**config.mk**
```make
export PLATFORM = sky130hd
export DESIGN_NAME = j1_irq_controller_flat
export DESIGN_NICKNAME = d
export VERILOG_FILES = /design/src/rtl/j1_irq_controller_if.sv /design/src/rtl/j1_irq_controller.sv /design/src/flat_wrapper.sv
export SDC_FILE = /design/constraint.sdc
export NUM_CORES = 1
export LEC_CHECK = 0
export ABC_AREA = 1
export CAP_MARGIN = 15
export CORE_AREA = 2 2 80 82
export CTS_CLUSTER_DIAMETER = 100
export CTS_CLUSTER_SIZE = 8
export DETAILED_ROUTE_END_ITERATION = 6
export DIE_AREA = 0 0 82 84
export DONT_BUFFER_PORTS = 1
export GPL_TIMING_DRIVEN = 0
export HOLD_SLACK_MARGIN = 0.05
export PLACE_DENSITY = 0.67
export SYNTH_ARGS = -nofsm -noshare
export SYNTH_HDL_FRONTEND = slang
export SYNTH_SLANG_ARGS = --single-unit
```
**constraint.sdc**
```tcl
create_clock -name clk -period 1.51 [get_ports clk]
set_input_delay 0.302 -clock clk [delete_from_list [all_inputs] [get_ports clk]]
set_output_delay 0.302 -clock clk [all_outputs]
set_load 0.05 [all_outputs]
```
**src/rtl/j1_irq_controller_if.sv**
```systemverilog
// j1 IO bus seen by a memory-mapped peripheral: one-cycle rd/wr strobes,
// a 64-bit byte address, write data, and registered read data.
interface j1_irq_controller_if;
  logic        io_rd;
  logic        io_wr;
  logic [63:0] io_addr;
  logic [63:0] io_dout;
  logic [63:0] io_din;

  modport master (output io_rd, io_wr, io_addr, io_dout, input  io_din);
  modport slave  (input  io_rd, io_wr, io_addr, io_dout, output io_din);
endinterface

```
**src/rtl/j1_irq_controller.sv**
```systemverilog
// Interrupt controller for the j1 core: edge-latched pending bits, enables,
// lowest-index priority and a claim / end-of-interrupt handshake.
module j1_irq_controller #(
  parameter int          NSRC = 8,
  parameter logic [63:0] BASE = 64'h0000_0000_0001_0000
) (
  input  logic                clk,
  input  logic                reset,
  j1_irq_controller_if.slave  io,
  input  logic [NSRC-1:0]     irq_src,
  output logic                interrupt_request
);

  typedef enum logic {IDLE, SERVICE} state_t;

  typedef enum logic [2:0] {
    OFF_PENDING = 3'd0,
    OFF_ENABLE  = 3'd1,
    OFF_CAUSE   = 3'd2,
    OFF_SWSET   = 3'd3,
    OFF_EOI     = 3'd4,
    OFF_STATUS  = 3'd5
  } reg_off_t;

  state_t          state, state_next;
  logic [NSRC-1:0] sync1, sync2, prev_q;
  logic [NSRC-1:0] pending, pending_next, enable;
  logic [NSRC-1:0] active, rise, win_onehot, set_mask, clr_mask;
  logic [5:0]      winner;
  logic [63:0]     rd_data, din_q;
  logic [2:0]      offset;
  logic            sel, wr_hit, rd_hit, claim, any_active;
  logic            unused_bits;

  assign sel    = (io.io_addr[63:6] == BASE[63:6]);
  assign offset = io.io_addr[5:3];
  // A colliding read is dropped so the write is the only effect.
  assign wr_hit = io.io_wr & sel;
  assign rd_hit = io.io_rd & ~io.io_wr & sel;

  assign rise       = sync2 & ~prev_q;
  assign active     = pending & enable;
  assign any_active = |active;
  assign io.io_din  = din_q;
  assign unused_bits = ^{io.io_addr[2:0], io.io_dout[63:NSRC]};

  // Scan downward so the lowest set index is the last one written.
  always_comb begin
    winner     = '0;
    win_onehot = '0;
    for (int i = NSRC - 1; i >= 0; i--) begin
      if (active[i]) begin
        winner        = 6'(i);
        win_onehot    = '0;
        win_onehot[i] = 1'b1;
      end
    end
  end

  // NOTE: every signal written in always_comb gets a default first, so no
  // path through the block can leave it unassigned and infer a latch.
  always_comb begin
    state_next = state;
    claim      = 1'b0;
    case (state)
      IDLE: begin
        if (rd_hit && offset == OFF_CAUSE && any_active) begin
          claim      = 1'b1;
          state_next = SERVICE;
        end
      end
      SERVICE: begin
        if (wr_hit && offset == OFF_EOI) state_next = IDLE;
      end
      default: state_next = IDLE;
    endcase
  end

  // Sets are applied after clears so a same-cycle set always wins.
  always_comb begin
    clr_mask = claim ? win_onehot : '0;
    set_mask = rise;
    if (wr_hit && offset == OFF_PENDING) clr_mask = clr_mask | io.io_dout[NSRC-1:0];
    if (wr_hit && offset == OFF_SWSET)   set_mask = set_mask | io.io_dout[NSRC-1:0];
    pending_next = (pending & ~clr_mask) | set_mask;
  end

  always_comb begin
    rd_data = '0;
    if (rd_hit) begin
      case (offset)
        OFF_PENDING: rd_data = 64'(pending);
        OFF_ENABLE:  rd_data = 64'(enable);
        OFF_CAUSE:   rd_data = claim ? {1'b1, 57'b0, winner} : 64'b0;
        OFF_STATUS:  rd_data = {62'b0, state == SERVICE, interrupt_request};
        default:     rd_data = '0;
      endcase
    end
  end

  // NOTE: sequential state uses non-blocking assignments so every flop
  // samples the pre-edge values, independent of statement order.
  always_ff @(posedge clk or posedge reset) begin
    if (reset) state <= IDLE;
    else       state <= state_next;
  end

  always_ff @(posedge clk or posedge reset) begin
    if (reset) begin
      sync1             <= '0;
      sync2             <= '0;
      prev_q            <= '0;
      pending           <= '0;
      enable            <= '0;
      interrupt_request <= 1'b0;
      din_q             <= '0;
    end else begin
      sync1   <= irq_src;
      sync2   <= sync1;
      prev_q  <= sync2;
      pending <= pending_next;
      if (wr_hit && offset == OFF_ENABLE) enable <= io.io_dout[NSRC-1:0];
      interrupt_request <= (state_next == IDLE) && any_active;
      if (io.io_rd) din_q <= rd_data;
    end
  end

endmodule

```
**src/flat_wrapper.sv**
```systemverilog
// flat-port wrapper written by rule: the top's interface ports become plain ports
module j1_irq_controller_flat 
#(
  parameter int          NSRC = 8,
  parameter logic [63:0] BASE = 64'h0000_0000_0001_0000
)
  (clk, reset, irq_src, interrupt_request, io_io_rd, io_io_wr, io_io_addr, io_io_dout, io_io_din);
  j1_irq_controller_if io_i ();
  input  logic clk;
  input  logic reset;
  input  logic [NSRC-1:0] irq_src;
  output logic interrupt_request;
  input wire logic [$bits(io_i.io_rd)-1:0] io_io_rd;
  input wire logic [$bits(io_i.io_wr)-1:0] io_io_wr;
  input wire logic [$bits(io_i.io_addr)-1:0] io_io_addr;
  input wire logic [$bits(io_i.io_dout)-1:0] io_io_dout;
  output wire logic [$bits(io_i.io_din)-1:0] io_io_din;
  assign io_i.io_rd = io_io_rd;
  assign io_i.io_wr = io_io_wr;
  assign io_i.io_addr = io_io_addr;
  assign io_i.io_dout = io_io_dout;
  assign io_io_din = io_i.io_din;
  j1_irq_controller #(.NSRC(NSRC), .BASE(BASE)) u_core (.clk(clk), .reset(reset), .io(io_i), .irq_src(irq_src), .interrupt_request(interrupt_request));
endmodule
```
==> metrics.md, run 1 <==
| Metric | Value |
|---|---|
| Status | `finished, final reports clean` |
| Die area | `0.00689 mm^2` |
| PortBufs | `0` |
| Sum Neg Setup Slack | `0 ns` |
| Final net count | `619` |
| DRT Pass-1 Iters | `4` |
| Max Fclk | `684 MHz` |
| Initial Util | `47.8%` |
| First-pass GRT wire length | `9480 um` |
| Vias in the first global route | `2183` |
| Synth area leaders | `dfrtp_1, nand2_1, buf_4, nor2_1, nand3_1` |
| Critical Path Sink Type | `flip-flop` |
| Fin cells | `557` |
| Fin. Hold Viols | `0` |
| Power share of the sequential group | `47.5%` |
| Ys flop type | `dfrtp_1` |
| Syn avg cell area | `7.47 um^2` |
| Comb pwr share | `19.1%` |
| Top cells by count, synth | `nand2_1, buf_4, nor2_1` |
| Gpl congestion | `0.890` |
| Asr flop ratio synth | `100%` |
| Register-to-Register Path Depth | `10` |
| Worst setup path category | `flip-flop to flip-flop` |
| Worst-Skew Late Latency | `0.30 ns` |
| WHS Path Cells | `2` |
| Synth Register Bits | `51` |
| Layout cells sized above 1 | `25.2%` |
| Tcrit/Tclk final | `96.8%` |
| Actual slew at the worst max-slew pin | `0.639 ns` |
| Clock Sinks | `51` |
| Yosys top cell area share | `43.8%` |
| Initial drt markers | `127` |
| Post-Route WL | `6320 um` |
| CTS tree | `built` |
| Rows | `29` |
| Die span in y | `84 um` |
| P_leak | `1.97 nW` |
| Synth area leader | `dfrtp_1` |
| Area Growth Syn to Fin | `27.1%` |
| Library cells used by synthesis | `23` |
| RSZ-0062 raised after global routing | `yes` |
| Wire length per cell | `11.4 um` |
| CTS clk-pin slew, worst paths | `0.09 ns` |
| Power Total | `0.00296 W` |
| Net Sw Power | `0.000866 W` |
| Post-route minimum period | `1.46 ns` |
| Critical path arrival | `1.65 ns` |
| Worst Path Max Fanout | `5` |
| CTS max path bufs | `2` |
| VDD IR max | `0.810 mV` |
| Post-route DRC | `0` |
| Clock power share | `33.4%` |
| Clk Tree Root Cell | `clkbuf_8` |
| Core Box Area | `0.00610 mm^2` |
| Fin Hold WS | `0.139 ns` |
| CTS H-tree depth | `2` |
| I/O Pins | `205` |
| EDFF count, synth | `0` |
| Via-to-Cell Ratio | `4.53` |
| Layout Skew | `0.00665 ns` |
| Total CTS buffers | `5` |
| Vias | `2521` |
| Worst Hold Class | `input port to flip-flop` |
| Setup violators final | `0` |
| CP required | `1.70 ns` |
| Max Slew Vio Count | `0` |
| Max_cap viols | `0` |
| Chip width | `82 um` |
| Warnings from Yosys | `0` |
| Worst reg2reg setup slack | `0.05 ns` |
| Pwr dens | `800 mW/mm^2` |
| Initial antenna violation count | `0` |
| Slew headroom | `57.3%` |
| Largest net degree at the start of global routing | `52` |
| Dpl cells | `521` |
| P_int | `0.00210 W` |
| Cells after synthesis | `390` |
| Switch share | `29.2%` |
| All-Layer GR Usage | `17.6%` |
| Startpoint types | `flip-flop` |
| Detail Route Antenna Nets | `0` |
| Overflow left after global routing | `0` |
| Post-Syn Area | `0.00291 mm^2` |
| Sequential area share after synthesis | `43.8%` |
| Most numerous cell in the Yosys netlist | `nand2_1` |
| ANT cells | `0` |
| Post-DP HPWL | `4580 um` |
registers in the layout, indices dropped and copies added (netlist names):
name and cells:
u_core.io.io_din 9, u_core.enable 8, u_core.pending 8, u_core.prev_q 8
u_core.sync1 8, u_core.sync2 8, u_core.interrupt_request 1, u_core.state 1
kinds of logic (layout without fill, tap and decap cells):
group           after synthesis  in the layout  synth area share [%]
simple gates                222            222                  31.7
buf+inv                      95            131                  19.9
flops                        51             51                  43.8
compound gates               21             21                  4.43
other cells                   1             55                 0.129
stage by stage:
stage / setup slack (ns) / util, % / cell area [um^2]
5_1_grt: -0.0736 / 60.7 / 3700
2_1_floorplan: 0.0347 / - / 3120
4_1_cts: 0.0210 / 56.5 / 3440
3_3_place_gp: -0.188 / 52.7 / 3210
3_5_place_dp: -0.184 / 52.7 / 3210
6_report: 0.0485 / 60.7 / 3700
final cells by class:
type                       instances  area [um^2]
inverter                          35          135
multi-input combinational        298         1370
clock inverter                     2         38.8
tap                               77         96.3
fill                             528         2400
sequential                        51         1280
buffer                            60          452
clock buffer                       6         82.6
timing repair buffer              28          246
worst paths after layout:
check	end	startpoint
min reg2reg	u_core.sync2[4]	u_core.sync1[4]
max in group asynchronous	u_core.sync1[1]	reset
max reg2reg	u_core.pending[3]	u_core.pending[2]
max	u_core.pending[3]	u_core.pending[2]
min in group asynchronous	u_core.sync1[7]	reset
min	u_core.enable[6]	io_io_dout[6]
power by group through the flow:
stage	combinational (W)	sequential, W	clock (W)
after global routing	0.000607	0.00141	0.00108
after CTS	0.000551	0.00141	0.00102
after global placement	0.000532	0.00143	0
final	0.000565	0.00141	0.000990
after detailed placement	0.000534	0.00144	0
after floorplan	0.000508	0.00143	0
cell usage in the layout (no fill, tap or decap):
| cell | netlist | layout |
|---|---|---|
| nand2_1 | 115 | 101 |
| buf_4 | 57 | 72 |
| conb_1 | 1 | 55 |
| nor2_1 | 57 | 54 |
| dfrtp_1 | 51 | 51 |
| inv_1 | 34 | 31 |
| nand3_1 | 30 | 22 |
| nand2_2 | 0 | 14 |
| dlygate4sd3_1 | 0 | 9 |
| a31oi_1 | 8 | 8 |
| nand3_2 | 0 | 8 |
| clkbuf_8 | 0 | 6 |
| nor2_2 | 4 | 4 |
| nor2_4 | 1 | 4 |
| a21oi_1 | 4 | 4 |
| nor3_1 | 5 | 4 |
| nand4_1 | 4 | 4 |
| or2_1 | 3 | 3 |
| buf_6 | 1 | 3 |
| nor3b_1 | 3 | 3 |
| o21ai_0 | 4 | 3 |
| inv_2 | 0 | 2 |
| buf_2 | 1 | 2 |
| o22ai_1 | 2 | 2 |
| a22o_1 | 2 | 2 |
| o21ai_4 | 0 | 1 |
| clkinv_1 | 1 | 1 |
| clkinvlp_4 | 0 | 1 |
| a221oi_1 | 1 | 1 |
| nor3_2 | 0 | 1 |
| clkbuf_1 | 1 | 1 |
| inv_6 | 0 | 1 |
| bufinv_16 | 0 | 1 |
| buf_12 | 0 | 1 |
layer usage:
metal  global-route usage, %  part of all wire, %  up-vias
li1                        -                    -     1284
met1                    20.7                   38     1126
met2                    30.5                   53      109
met3                    4.65                  8.5        2
met4                    5.61                 0.40        0
met5                       0                    0        -
worst max-delay path: stages (launching register included):
cell	delay [ns]
dfrtp_1	0.41
nand2_2	0.09
nand2_1	0.14
nor2_4	0.06
nand2_2	0.08
nand3_2	0.08
nor2_4	0.17
buf_6	0.15
nand2_2	0.05
nand3_1	0.07
nand2_1	0.05
what timing repair did:
action	4_1_cts	5_1_grt
setup endpoints to repair	10	22
pin swaps	1	7
cloned	0	2
hold buffers	8	1
resized for setup	2	35
buffers inserted	3	13
endpoints found under the hold margin	8	20
Power figures use the tool's default switching activity.
==> run 2: changes to the inputs <==
--- a/config.mk
+++ b/config.mk
@@ -14,7 +14,7 @@
 export DIE_AREA = 0 0 82 84
 export DONT_BUFFER_PORTS = 1
 export GPL_TIMING_DRIVEN = 0
-export HOLD_SLACK_MARGIN = 0.05
+export HOLD_SLACK_MARGIN = 0.15
 export PLACE_DENSITY = 0.67
 export SYNTH_ARGS = -nofsm -noshare
 export SYNTH_HDL_FRONTEND = slang
==> run 2 against run 1 <==
  * Critical endpoint unchanged
  * Routed wire length grew 2.7%
  * Die area stayed put
  * Critical path type unchanged
  * Clock power up 0.5%
  * Non-clock buffer count is 8 higher
==> metrics.md, run 2 (synthesis gave the netlist of run 1 again) <==
| Metric | Value |
|---|---|
| Status | `finished, final reports clean` |
| Worst R2R Start | `u_core.pending[2]` |
| Slew headroom | `57.6%` |
| Switch share | `29.4%` |
| Max_cap viols | `0` |
| Worst setup path category | `flip-flop to flip-flop` |
| CP required | `1.70 ns` |
| Most common cell after layout, fill and taps aside | `nand2_1` |
| Worst Hold Class | `input port to flip-flop` |
| Initial antenna violation count | `0` |
| Worst reg2reg setup slack | `0.05 ns` |
| Critical Path Sink Type | `flip-flop` |
| I/O Pins | `205` |
| Pwr dens | `791 mW/mm^2` |
| Layout Skew | `0.00650 ns` |
| VDD IR max | `0.831 mV` |
| Final net count | `627` |
| P_leak | `2.00 nW` |
| Sum Neg Setup Slack | `0 ns` |
| Via-to-Cell Ratio | `4.52` |
| Post-Route WL | `6500 um` |
| Die area | `0.00689 mm^2` |
| Gpl congestion | `0.890` |
| Hold endpoint | `u_core.pending[7]` |
| Overflow left after global routing | `0` |
| Clock Sinks | `51` |
| Initial Util | `47.8%` |
| CTS H-tree depth | `2` |
| CTS tree | `built` |
| CTS max path bufs | `2` |
| Max Slew Vio Count | `0` |
| Comb pwr share | `19.6%` |
| Worst Path Max Fanout | `5` |
| Util after Layout | `62.0%` |
| Net Sw Power | `0.000879 W` |
| Die span in y | `84 um` |
| Rows | `29` |
| Initial drt markers | `120` |
| Post-route minimum period | `1.46 ns` |
| Register-to-Register Path Depth | `10` |
| Max FFs per register | `9` |
| RSZ-0062 raised after global routing | `yes` |
| Power Total | `0.00299 W` |
| Area Growth Syn to Fin | `29.8%` |
| Startpoint types | `flip-flop` |
| Detail Route Antenna Nets | `0` |
| Core Box Area | `0.00610 mm^2` |
| ANT cells | `0` |
| First-pass GRT wire length | `9760 um` |
| Largest net degree at the start of global routing | `52` |
| Worst-Skew Late Latency | `0.30 ns` |
| Vias in the first global route | `2236` |
| Vias | `2555` |
| Dpl cells | `521` |
| End of the worst register-to-register path | `u_core.pending[3]` |
| Critical path arrival | `1.66 ns` |
| Total CTS buffers | `5` |
| Chip width | `82 um` |
| Fin. Hold Viols | `0` |
| Clk Tree Root Cell | `clkbuf_8` |
| Clock power share | `33.3%` |
| Actual slew at the worst max-slew pin | `0.633 ns` |
| PortBufs | `0` |
| Fillers | `522` |
| DRT Pass-1 Iters | `4` |
| Tcrit/Tclk final | `96.9%` |
| Wire length per cell | `11.5 um` |
| Post-DP HPWL | `4580 um` |
| Post-route DRC | `0` |
| Power share of the sequential group | `47.1%` |
| Most frequent cells in the layout | `nand2_1, buf_4, conb_1, nor2_1, dfrtp_1` |
| Fin cells | `565` |
| Max Fclk | `683 MHz` |
| WHS Path Cells | `3` |
| Layout cells sized above 1 | `24.8%` |
| Setup violators final | `0` |
| P_int | `0.00211 W` |
| All-Layer GR Usage | `18.0%` |
| CTS clk-pin slew, worst paths | `0.09 ns` |
| Hold Path Origin | `io_io_dout[7]` |
[run 2: cell count changes in the layout (fill, tap and decap cells not counted)]
cell and change:
dlygate4sd3_1 +8
[run 2: worst max path at each step]
stage,from,end,slack [ns],depth (start not counted)
6_report,u_core.pending[2],u_core.pending[3],0.05,10
4_1_cts,u_core.enable[0],u_core.io.io_din[0],0.02,11
3_5_place_dp,io_io_addr[4],u_core.enable[2],-0.18,7
5_1_grt,u_core.pending[2],u_core.io.io_din[0],-0.07,11
2_1_floorplan,io_io_addr[63],u_core.pending[3],0.03,10
3_3_place_gp,io_io_addr[4],u_core.enable[3],-0.19,7
[run 2: metrics by stage]
step / instance area (um^2) / setup slack [ns] / hold WS, ns
after floorplan: 3120 / 0.0347 / 0.331
after global placement: 3210 / -0.188 / 0.332
after detailed placement: 3210 / -0.184 / 0.333
after CTS: 3530 / 0.0210 / 0.211
after global routing: 3780 / -0.0736 / 0.217
final: 3780 / 0.0465 / 0.219
[run 2: area by class of cell]
class / count / area, um^2 / area share (%)
Tap cell: 77 / 96.3 / 2.55
Timing Repair Buffer: 36 / 327 / 8.64
Inverter: 35 / 135 / 3.57
Buffer: 60 / 452 / 11.9
Clock buffer: 6 / 82.6 / 2.18
Multi-Input combinational cell: 298 / 1370 / 36.3
Sequential cell: 51 / 1280 / 33.8
Clock inverter: 2 / 38.8 / 1.03
[run 2: what timing repair did]
item	CTS	global route
pin swaps	1	7
cloned	0	2
endpoints found under the setup margin	10	22
gates resized for setup	2	35
endpoints found under the hold margin	75	0
hold buffers	17	0
setup buffers	3	13
[run 2: power by group through the flow]
| stage | combinational, W | sequential [W] | clock [W] |
|---|---|---|---|
| global placement | 0.000532 | 0.00143 | 0 |
| CTS | 0.000575 | 0.00141 | 0.00102 |
| detailed placement | 0.000534 | 0.00144 | 0 |
| floorplan | 0.000508 | 0.00143 | 0 |
| finish | 0.000587 | 0.00141 | 0.000995 |
| global route | 0.000629 | 0.00141 | 0.00108 |
[run 2: worst max-delay path: stages, from the launching register on]
cell	delay (ns)
dfrtp_1	0.42
nand2_2	0.09
nand2_1	0.14
nor2_4	0.06
nand2_2	0.08
nand3_2	0.08
nor2_4	0.16
buf_6	0.15
nand2_2	0.05
nand3_1	0.07
nand2_1	0.05
[run 2: metal layers]
metal / vias to the layer above / GRT usage, % / wire, um
met5: - / 0 / 0
met4: 0 / 5.45 / 41
met3: 4 / 3.79 / 510
met2: 115 / 31.1 / 3420
met1: 1137 / 22.1 / 2530
li1: 1299 / - / -
==> run 3: changes to the inputs <==
--- a/config.mk
+++ b/config.mk
@@ -16,6 +16,7 @@
 export GPL_TIMING_DRIVEN = 0
 export HOLD_SLACK_MARGIN = 0.15
 export PLACE_DENSITY = 0.67
+export SKIP_CTS_REPAIR_TIMING = 1
 export SYNTH_ARGS = -nofsm -noshare
 export SYNTH_HDL_FRONTEND = slang
 export SYNTH_SLANG_ARGS = --single-unit
==> run 3 against run 2 <==
  * Die area did not move
  * Clock power down 0.6%
  * First-iteration DRC count rose by 35%
  * Worst hold slack lost 0.077 ns
  * Critical path depth is the same
  * Sequential share of layout area is 0.49 points higher
  * Combinational power is 1% lower
  * Clock-buffer cell count unchanged
  * Via count rose by 0.47%
  * Highest routed layer unchanged
==> metrics.md, run 3 (synthesis gave the netlist of run 1 again) <==
| Metric | Value |
|---|---|
| Max_cap viols | `0` |
| Post-route minimum period | `1.44 ns` |
| Critical Path Max Stage Delay | `0.44 ns` |
| Final net count | `625` |
| Dpl cell area | `0.00321 mm^2` |
| Die area | `0.00689 mm^2` |
| CTS H-tree depth | `2` |
| Max FFs per register | `9` |
| CTS max path bufs | `2` |
| Clk Tree Root Cell | `clkbuf_8` |
| Die span in y | `84 um` |
| Rows | `29` |
| Vias in the first global route | `2130` |
| Worst Path Max Fanout | `5` |
| Clock Sinks | `51` |
| Startpoint types | `flip-flop` |
| First-pass GRT wire length | `9320 um` |
| Worst-Skew Late Latency | `0.30 ns` |
| Tcrit/Tclk final | `95.6%` |
| Register area | `0.00128 mm^2` |
| Footprint of the multi-input gates | `0.00134 mm^2` |
| P_leak | `1.96 nW` |
| All-Layer GR Usage | `17.2%` |
| Wire length per cell | `11.3 um` |
| ANT cells | `0` |
| Post-Route WL | `6390 um` |
| Max Slew Vio Count | `0` |
| PortBufs | `0` |
| Detail Route Antenna Nets | `0` |
| Initial drt markers | `162` |
| Largest net degree at the start of global routing | `52` |
| Critical path arrival | `1.63 ns` |
| Area Growth Syn to Fin | `28.0%` |
| Via-to-Cell Ratio | `4.56` |
| Chip width | `82 um` |
| Initial Util | `47.8%` |
| Worst setup path category | `flip-flop to flip-flop` |
| Core Box Area | `0.00610 mm^2` |
| Slew headroom | `57.8%` |
| Status | `finished, final reports clean` |
| Register-to-Register Path Depth | `10` |
| Overflow left after global routing | `0` |
| Most frequent cells in the layout | `nand2_1, buf_4, nor2_1, conb_1, dfrtp_1` |
| I/O Pins | `205` |
| Max Fclk | `693 MHz` |
| WHS Path Cells | `2` |
| Util after Layout | `61.1%` |
| RSZ-0062 raised after global routing | `yes` |
| Critical path's slowest cell | `dfrtp_1` |
| CTS clk-pin slew, worst paths | `0.09 ns` |
| Total CTS buffers | `5` |
| Post-DP HPWL | `4580 um` |
| Post-route DRC | `0` |
| Most common cell after layout, fill and taps aside | `nand2_1` |
| Pwr dens | `799 mW/mm^2` |
| Gpl congestion | `0.890` |
| DRT Pass-1 Iters | `4` |
| Vias | `2567` |
| Critical-path cell list | `nand2_2 -> nand2_4 -> nor2_4 -> nand2_2 -> nand3_2 -> nor2_4 -> buf_6 -> nand2_1 -> nand3_1 -> nand2_1` |
| CTS tree | `built` |
| Fillers | `533` |
| Worst Hold Class | `input port to flip-flop` |
| Fin. Hold Viols | `0` |
| Layout cells sized above 1 | `22.4%` |
| Actual slew at the worst max-slew pin | `0.630 ns` |
| Fin Hold WS | `0.142 ns` |
| Initial antenna violation count | `0` |
| Critical Path Sink Type | `flip-flop` |
| CP required | `1.70 ns` |
| Layout Skew | `0.00614 ns` |
| VDD IR max | `0.817 mV` |
| Setup violators final | `0` |
| Final Cell Area | `0.00373 mm^2` |
run 3: per-layer routing:
layer | share of wire [%] | global-route usage [%] | vias up
li1 | - | - | 1300
met1 | 39 | 20.5 | 1136
met2 | 52 | 29.6 | 119
met3 | 8.1 | 4.65 | 12
met4 | 1.3 | 5.61 | 0
met5 | 0 | 0 | -
run 3: area by class of cell:
cell class	count	share of cell area [%]
Clock buffer	6	2.22
Inverter	35	3.63
Tap cell	77	2.59
Buffer	60	12.1
Sequential cell	51	34.3
Clock inverter	2	1.04
Timing Repair Buffer	34	8.33
Multi-Input combinational cell	298	35.8
run 3: worst max-delay path: cells and delay by family, from the launching register on:
kind | cells | cell delay (ns)
buf+inv | 1 | 0.14
simple gates | 9 | 0.75
flops | 1 | 0.44
run 3: stage by stage:
stage	power (W)	instances	worst slack [ns]	setup TNS (ns)
CTS	0.00297	529	-0.142	-1.28
floorplan	0.00194	444	0.0347	0
global route	0.00311	563	-0.0601	-0.357
detailed placement	0.00197	521	-0.184	-2.97
global placement	0.00197	521	-0.188	-2.60
finish	0.00298	563	0.0671	0
run 3: worst paths after layout:
check	startpoint	to	slack, ns
worst max-delay path	u_core.enable[0]	u_core.pending[5]	0.07
worst min-delay path	io_io_dout[0]	u_core.pending[0]	0.14
worst max register to register	u_core.enable[0]	u_core.pending[5]	0.07
worst min register to register	u_core.sync1[1]	u_core.sync2[1]	0.35
max in group asynchronous	reset	u_core.io.io_din[2]	0.53
min in group asynchronous	reset	u_core.sync2[0]	0.50
run 3: where the power goes:
group          leakage, nW  total, W  internal (W)  switching, W
Clock               0.0618  0.000989      0.000545      0.000444
Sequential           0.615   0.00141       0.00140     0.0000102
Combinational         1.28  0.000580      0.000164      0.000416
Total                 1.96   0.00298       0.00211      0.000870
